===== config.mk =====
export PLATFORM = sky130hd
export DESIGN_NAME = spi_bus_arbiter
export DESIGN_NICKNAME = d
export VERILOG_FILES = /design/src/rtl/spi_bus_arbiter.sv
export SDC_FILE = /design/constraint.sdc
export NUM_CORES = 1
export LEC_CHECK = 0
export ABC_AREA = 1
export CAP_MARGIN = 20
export CORE_ASPECT_RATIO = 0.6
export CORE_UTILIZATION = 30
export DETAILED_ROUTE_END_ITERATION = 10
export GPL_TIMING_DRIVEN = 0
export MAX_ROUTING_LAYER = met4
export PLACE_DENSITY = 0.5
export SLEW_MARGIN = 20
export SYNTH_ARGS = -nofsm -noshare
export SYNTH_HDL_FRONTEND = slang
export SYNTH_SLANG_ARGS = --single-unit

===== constraint.sdc =====
create_clock -name clk -period 1.7 [get_ports clk]
set_input_delay 0.425 -clock clk [delete_from_list [all_inputs] [get_ports clk]]
set_output_delay 0.425 -clock clk [all_outputs]
set_load 0.05 [all_outputs]

===== src/rtl/spi_bus_arbiter.sv =====
// Arbitrates one shared SPI pad set between the flash and PSRAM controllers.
// Round-robin on ties, guard gap between owners, optional hold timeout.
//
// state     | meaning
// IDLE      | no owner; eligible requests are evaluated here only
// OWN_FLASH | flash controller drives the pads
// OWN_RAM   | RAM controller drives the pads
// GUARD     | both CS_N forced high for GUARD_CYCLES before the next grant
module spi_bus_arbiter #(
    parameter int GUARD_CYCLES = 2,
    parameter int MAX_HOLD     = 4096,
    parameter int HOLD_W       = 13
) (
    input  logic clk,
    input  logic resetn,
    input  logic req_flash,
    output logic gnt_flash,
    input  logic flash_clk,
    input  logic flash_cs_n,
    input  logic flash_mosi,
    output logic flash_miso,
    input  logic req_ram,
    output logic gnt_ram,
    input  logic ram_clk,
    input  logic ram_cs_n,
    input  logic ram_mosi,
    output logic ram_miso,
    output logic spi_clk,
    output logic spi_mosi,
    input  logic spi_miso,
    output logic spi_cs_n_flash,
    output logic spi_cs_n_ram,
    output logic busy,
    output logic timeout
);

    localparam int GUARD_W = (GUARD_CYCLES > 1) ? $clog2(GUARD_CYCLES) : 1;
    localparam logic [GUARD_W-1:0] GUARD_LOAD = GUARD_W'(GUARD_CYCLES - 1);
    localparam logic [HOLD_W-1:0]  HOLD_LAST  = HOLD_W'((MAX_HOLD == 0) ? 0 : MAX_HOLD - 1);
    localparam bit HOLD_EN = (MAX_HOLD != 0);

    typedef enum logic [1:0] {
        IDLE      = 2'd0,
        OWN_FLASH = 2'd1,
        OWN_RAM   = 2'd2,
        GUARD     = 2'd3
    } state_t;

    state_t              state, state_next;
    logic [HOLD_W-1:0]   hold_cnt;
    logic [GUARD_W-1:0]  guard_cnt;
    logic                last_ram;
    logic                blocked_flash, blocked_ram;
    logic                elig_flash, elig_ram;
    logic                timeout_next;
    logic                block_flash_set, block_ram_set;

    assign elig_flash = req_flash & ~blocked_flash;
    assign elig_ram   = req_ram & ~blocked_ram;

    always_comb begin
        state_next      = state;
        timeout_next    = 1'b0;
        block_flash_set = 1'b0;
        block_ram_set   = 1'b0;
        case (state)
            IDLE: begin
                if (elig_flash && elig_ram)
                    state_next = last_ram ? OWN_FLASH : OWN_RAM;
                else if (elig_flash)
                    state_next = OWN_FLASH;
                else if (elig_ram)
                    state_next = OWN_RAM;
            end
            OWN_FLASH: begin
                // a release on the same cycle as expiry wins over the timeout
                if (!req_flash) begin
                    state_next = GUARD;
                end else if (HOLD_EN && hold_cnt == HOLD_LAST) begin
                    state_next      = GUARD;
                    timeout_next    = 1'b1;
                    block_flash_set = 1'b1;
                end
            end
            OWN_RAM: begin
                if (!req_ram) begin
                    state_next = GUARD;
                end else if (HOLD_EN && hold_cnt == HOLD_LAST) begin
                    state_next    = GUARD;
                    timeout_next  = 1'b1;
                    block_ram_set = 1'b1;
                end
            end
            GUARD: begin
                if (guard_cnt == '0)
                    state_next = IDLE;
            end
            default: state_next = IDLE;
        endcase
    end

    always_ff @(posedge clk or negedge resetn) begin
        if (!resetn) begin
            state         <= IDLE;
            gnt_flash     <= 1'b0;
            gnt_ram       <= 1'b0;
            timeout       <= 1'b0;
            hold_cnt      <= '0;
            guard_cnt     <= '0;
            last_ram      <= 1'b1;
            blocked_flash <= 1'b0;
            blocked_ram   <= 1'b0;
        end else begin
            state     <= state_next;
            gnt_flash <= (state_next == OWN_FLASH);
            gnt_ram   <= (state_next == OWN_RAM);
            timeout   <= timeout_next;

            if (state == OWN_FLASH || state == OWN_RAM)
                hold_cnt <= hold_cnt + 1'b1;
            else
                hold_cnt <= '0;

            if (state != GUARD)
                guard_cnt <= GUARD_LOAD;
            else if (guard_cnt != '0)
                guard_cnt <= guard_cnt - 1'b1;

            if (state == IDLE && state_next == OWN_FLASH)
                last_ram <= 1'b0;
            else if (state == IDLE && state_next == OWN_RAM)
                last_ram <= 1'b1;

            if (block_flash_set)
                blocked_flash <= 1'b1;
            else if (!req_flash)
                blocked_flash <= 1'b0;

            if (block_ram_set)
                blocked_ram <= 1'b1;
            else if (!req_ram)
                blocked_ram <= 1'b0;
        end
    end

    // Pads follow the registered grants, so a reset clears them asynchronously.
    always_comb begin
        spi_clk        = 1'b0;
        spi_mosi       = 1'b0;
        spi_cs_n_flash = 1'b1;
        spi_cs_n_ram   = 1'b1;
        flash_miso     = 1'b0;
        ram_miso       = 1'b0;
        if (gnt_flash) begin
            spi_clk        = flash_clk;
            spi_mosi       = flash_mosi;
            spi_cs_n_flash = flash_cs_n;
            flash_miso     = spi_miso;
        end else if (gnt_ram) begin
            spi_clk      = ram_clk;
            spi_mosi     = ram_mosi;
            spi_cs_n_ram = ram_cs_n;
            ram_miso     = spi_miso;
        end
    end

    assign busy = (state != IDLE);

endmodule


-- Yosys cells after proc, flatten, opt, wreduce, memory -nomap -nowiden
Cells that the tools add are included.
- register bits: 22
- reduce and logical (&&, ||, !) cells: 7
- muxes and demuxes: 34
- eq/ne operators: 9
- bitwise operators: 4
- $add $sub $neg: 2
- operators with widths (kind ; number):
    $mux 1 ; 23
    $mux 2 ; 8
    $add 13x1->13 const B ; 1
    $eq 13x12->1 const B ; 1
    $mux 13 ; 1
    $pmux 2 s4 ; 1
    $eq 2x2->1 const B ; 3
    $eq 2x1->1 const B ; 2
    $ne 2x1->1 const B ; 2
    $reduce_bool 2->1 ; 2
    $logic_and 1x1->1 ; 3
    $and 1x1->1 ; 2
    $logic_not 2->1 ; 1
    $ne 2x2->1 const B ; 1
    $not 1->1 ; 2
    $pmux 1 s2 ; 1
    $logic_or 1x1->1 ; 1
    $sub 1x1->1 const B ; 1

-- Depth between registers and ports, before layout
- depth after elaboration: 10
- gate-level depth with buffers: 13
- mapped depth without buffers: 13

-- Worst setup path before layout
Ideal clock, no wire load.
- path kind: register to output
- start: register gnt_ram
- end: output port ram_miso
- data arrival time: 1.407 ns
- path buffers: 0
- cell stages (with the launch flop): 3
- path slack: -0.132 ns
- cells stage by stage: dfrtp_1 nand2_1 nor2_1
- longest elaborated chain between the ends: 2
- RTL lines (what ; line ; source):
    start: declaration ; 23 ; output logic gnt_ram,
    start signal: assignment ; 116 ; gnt_ram <= (state_next == OWN_RAM);
    $mux 1 ; 159 ; end else if (gnt_ram) begin
    $mux 1 ; 154 ; if (gnt_flash) begin
    end: declaration ; 27 ; output logic ram_miso,
No other way between the ends.

-- Final worst setup path
- start: input port ram_mosi
- end: output port spi_mosi
- longest elaborated chain between the ends: 2
- RTL lines (what ; line ; source):
    start: declaration ; 26 ; input logic ram_mosi,
    $mux 1 ; 159 ;
    $mux 1 ; 154 ;
    end: declaration ; 29 ; output logic spi_mosi,
No other way between the ends.

==> results.yml <==
status:
  status: "complete, no violations"
clock_tree:
  htreeDepth: 1
  cts-root-buf: "clkbuf_8"
  holdBufCountCts: 0
  clk_latency_ns: 0.26
  clk_pin_slew_ns: 0.08
  cts_buffers: 3
  cts_tree: "done"
  clkSinkCount: 22
  clock_path_buffers: 2
setup_path:
  start_kind: "input port"
  cp.arrival_ns: 1.23
  crit_path_max_incr_delay_ns: 0.47
  critPathBufInv: 2
  cp.required_ns: 1.27
  crit_slowest_cell: "clkdlybuf4s50_1"
  crit_path_end_kind: "primary output"
  crit_fanout: 1
  timing_worst_setup_path_type: "in2out"
  crit_family: "buffers and inverters"
  path_cells: "clkdlybuf4s50_1, nand3_1, nand2_1, buf_4"
synth:
  synth_adder_area_share_pct: 5.32
  synth_compound_area_share_pct: 8.40
  yosysTopAreaCellShare_pct: 44.7
  synth_area_um2: 1180
  synth_warnings: 0
  synthMuxAreaShare_pct: 0
  mappedNetlistNets: 154
  synth_cells: 138
  ys_seq_elements: 22
  ys_top_cells_by_area: "dfrtp_1 (45%), nand2_1 (8.9%), inv_1 (5.7%)"
  avgSynthCellArea_um2: 8.52
  synth.distinct_cells: 30
  synth_top_family_by_area: "simple AND/OR/NAND/NOR gates"
  yosys.area_share.simple_pct: 30.4
  ys_seq_area_share_pct: 46.9
  post-synth-top-area-cell: "dfrtp_1"
  synth_xor_area_share_pct: 2.23
grt:
  grt_pass1_vias: 917
  antenna_found_initial: 0
  track_usage_pct: 13.9
  overflow: 0
  grt_max_degree: 23
  grt_pass1_wl_mm: 4.37
hold_path:
  min_path_type: "in2async"
pwr:
  p_total_uw: 2360
  powerDensity_nw_per_um2: 1540
  p_leak_uw: 0.000711
  max-vdd-ir-drop_mv: 0.779
detailed_routing:
  vias: 973
  dr.pass1.iters: 4
  wl_per_cell_um: 12.1
  via_per_inst: 4.61
  drc: 0
  routed_wl_mm: 2.55
  ant_nets: 0
  dr.first_iter.drc_count: 48
timing:
  final_max_slew_viol_count: 0
  fin_crit_ns: 1.66
  hold_viol: 0
  setup_slack_ns: 0.0419
  max_slew.worst_pin.slew_ns: 0.511
  clock.fmax_mhz: 603
  grt_setup_unrepaired: "false"
  skew_ns: 0.00551
  maxSlewHeadroom_pct: 66.1
  setup_violations: 0
  period_share_pct: 97.5
  setup_tns_ns: 0
  holdWs_ns: 0.115
floorplanning:
  die_h_um: 50.5
  initial_core_util_pct: 31.8
  ios: 21
  die_w_um: 82.8
  num_rows: 17
  core-area_um2: 3700
  dieArea_um2: 4180
finish:
  final_cell_area_um2: 1530
  area_delta_synth_final_pct: 30.0
  diodes: 0
  layout_common_cells: "nand2_1 (28), dfrtp_1 (18), inv_1 (16)"
  drive_gt1_share_pct: 24.4
  final_common_cell: "nand2_1"
  nets: 181
placed_design:
  placed_area_um2: 1440
  hpwl_mm: 1.96
  port_buffers: 20
  gp_congestion: 0.823
  pre_cts_ws_ns: -0.596
flow_run:
  drv_cap: 0
## routing by layer
layer / vias to the layer above / GRT usage [%] / wire length, um
met5: - / - / 0
met4: 0 / 2.59 / 12
met3: 2 / 4.77 / 144
met2: 25 / 19.8 / 1120
met1: 448 / 19.3 / 1280
li1: 498 / - / -
## power breakdown
group	switching [uW]	internal [uW]
Sequential	120	640
Combinational	808	465
Clock	159	167
## worst reg2reg max path, delay by kind of cell, from the launching register on
kind | cells | cell delay [ns]
fa+ha+maj | 1 | 0.18
flops | 1 | 0.42
simple gates | 10 | 0.87
## worst paths after layout
| path | slack [ns] | startpoint | end | cells past startpoint |
|---|---|---|---|---|
| worst max-delay path | 0.04 | ram_mosi | spi_mosi | 4 |
| worst min-delay path | 0.11 | resetn | gnt_ram | 1 |
| worst max register to register | 0.15 | hold_cnt[0] | last_ram | 11 |
| worst min register to register | 0.52 | last_ram | last_ram | 2 |
| max in group asynchronous | 1.22 | resetn | state[0] | 1 |
| min in group clk | 0.52 | last_ram | last_ram | 2 |
## area by class of cell
cell class	instances	area [um^2]
fill	378	2170
multi-input combinational	95	581
sequential	22	556
timing repair buffer	22	208
inverter	21	81.3
tap	47	58.8
clock buffer	4	45.0
## cells by family after synthesis
| kind of cell | count (synthesis) |
|---|---|
| adders and majority gates | 5 |
| AOI/OAI and AO/OA | 16 |
| and+or+nand+nor | 71 |
| xor gates and xnor gates | 3 |
| DFF | 22 |
| buffers and inverters | 21 |
## registers in the layout, summed over array words and instances (netlist names)
register	count
guard_cnt	1
last_ram	1
blocked_flash	1
blocked_ram	1
hold_cnt	13
timeout	1
gnt_flash	1
state	2
gnt_ram	1
## timing repair
action	4_1_cts	5_1_grt
setup endpoints to repair	10	8
gates resized for setup	51	12
endpoints found under the hold margin	0	0
setup buffers	0	2
pin swaps	0	0
## cell usage after synthesis
cell / n
a21oi_1: 6
a311oi_1: 1
a31o_2: 1
clkinv_1: 1
dfrtp_1: 21
dfstp_2: 1
ha_1: 5
inv_1: 18
inv_2: 2
nand2_1: 28
nand2_2: 8
nand2_4: 1
nand3_1: 6
nand3_2: 1
nand3_4: 1
nand3b_1: 1
nor2_1: 16
nor2_2: 1
nor2_4: 1
nor3_1: 4
nor3_4: 1
nor4_1: 1
o21a_1: 1
o21ai_0: 3
o22ai_1: 2
o31ai_1: 1
o41ai_1: 1
or2_2: 1
xnor2_1: 1
xor2_1: 2
## stage by stage
stage               instances  utilization, %
CTS                       209            40.1
detailed placement        205            38.8
finish                    211            41.3
floorplan                 138               -
global placement          205            38.8
global route              211            41.3
(Power assumes the default switching activity.)
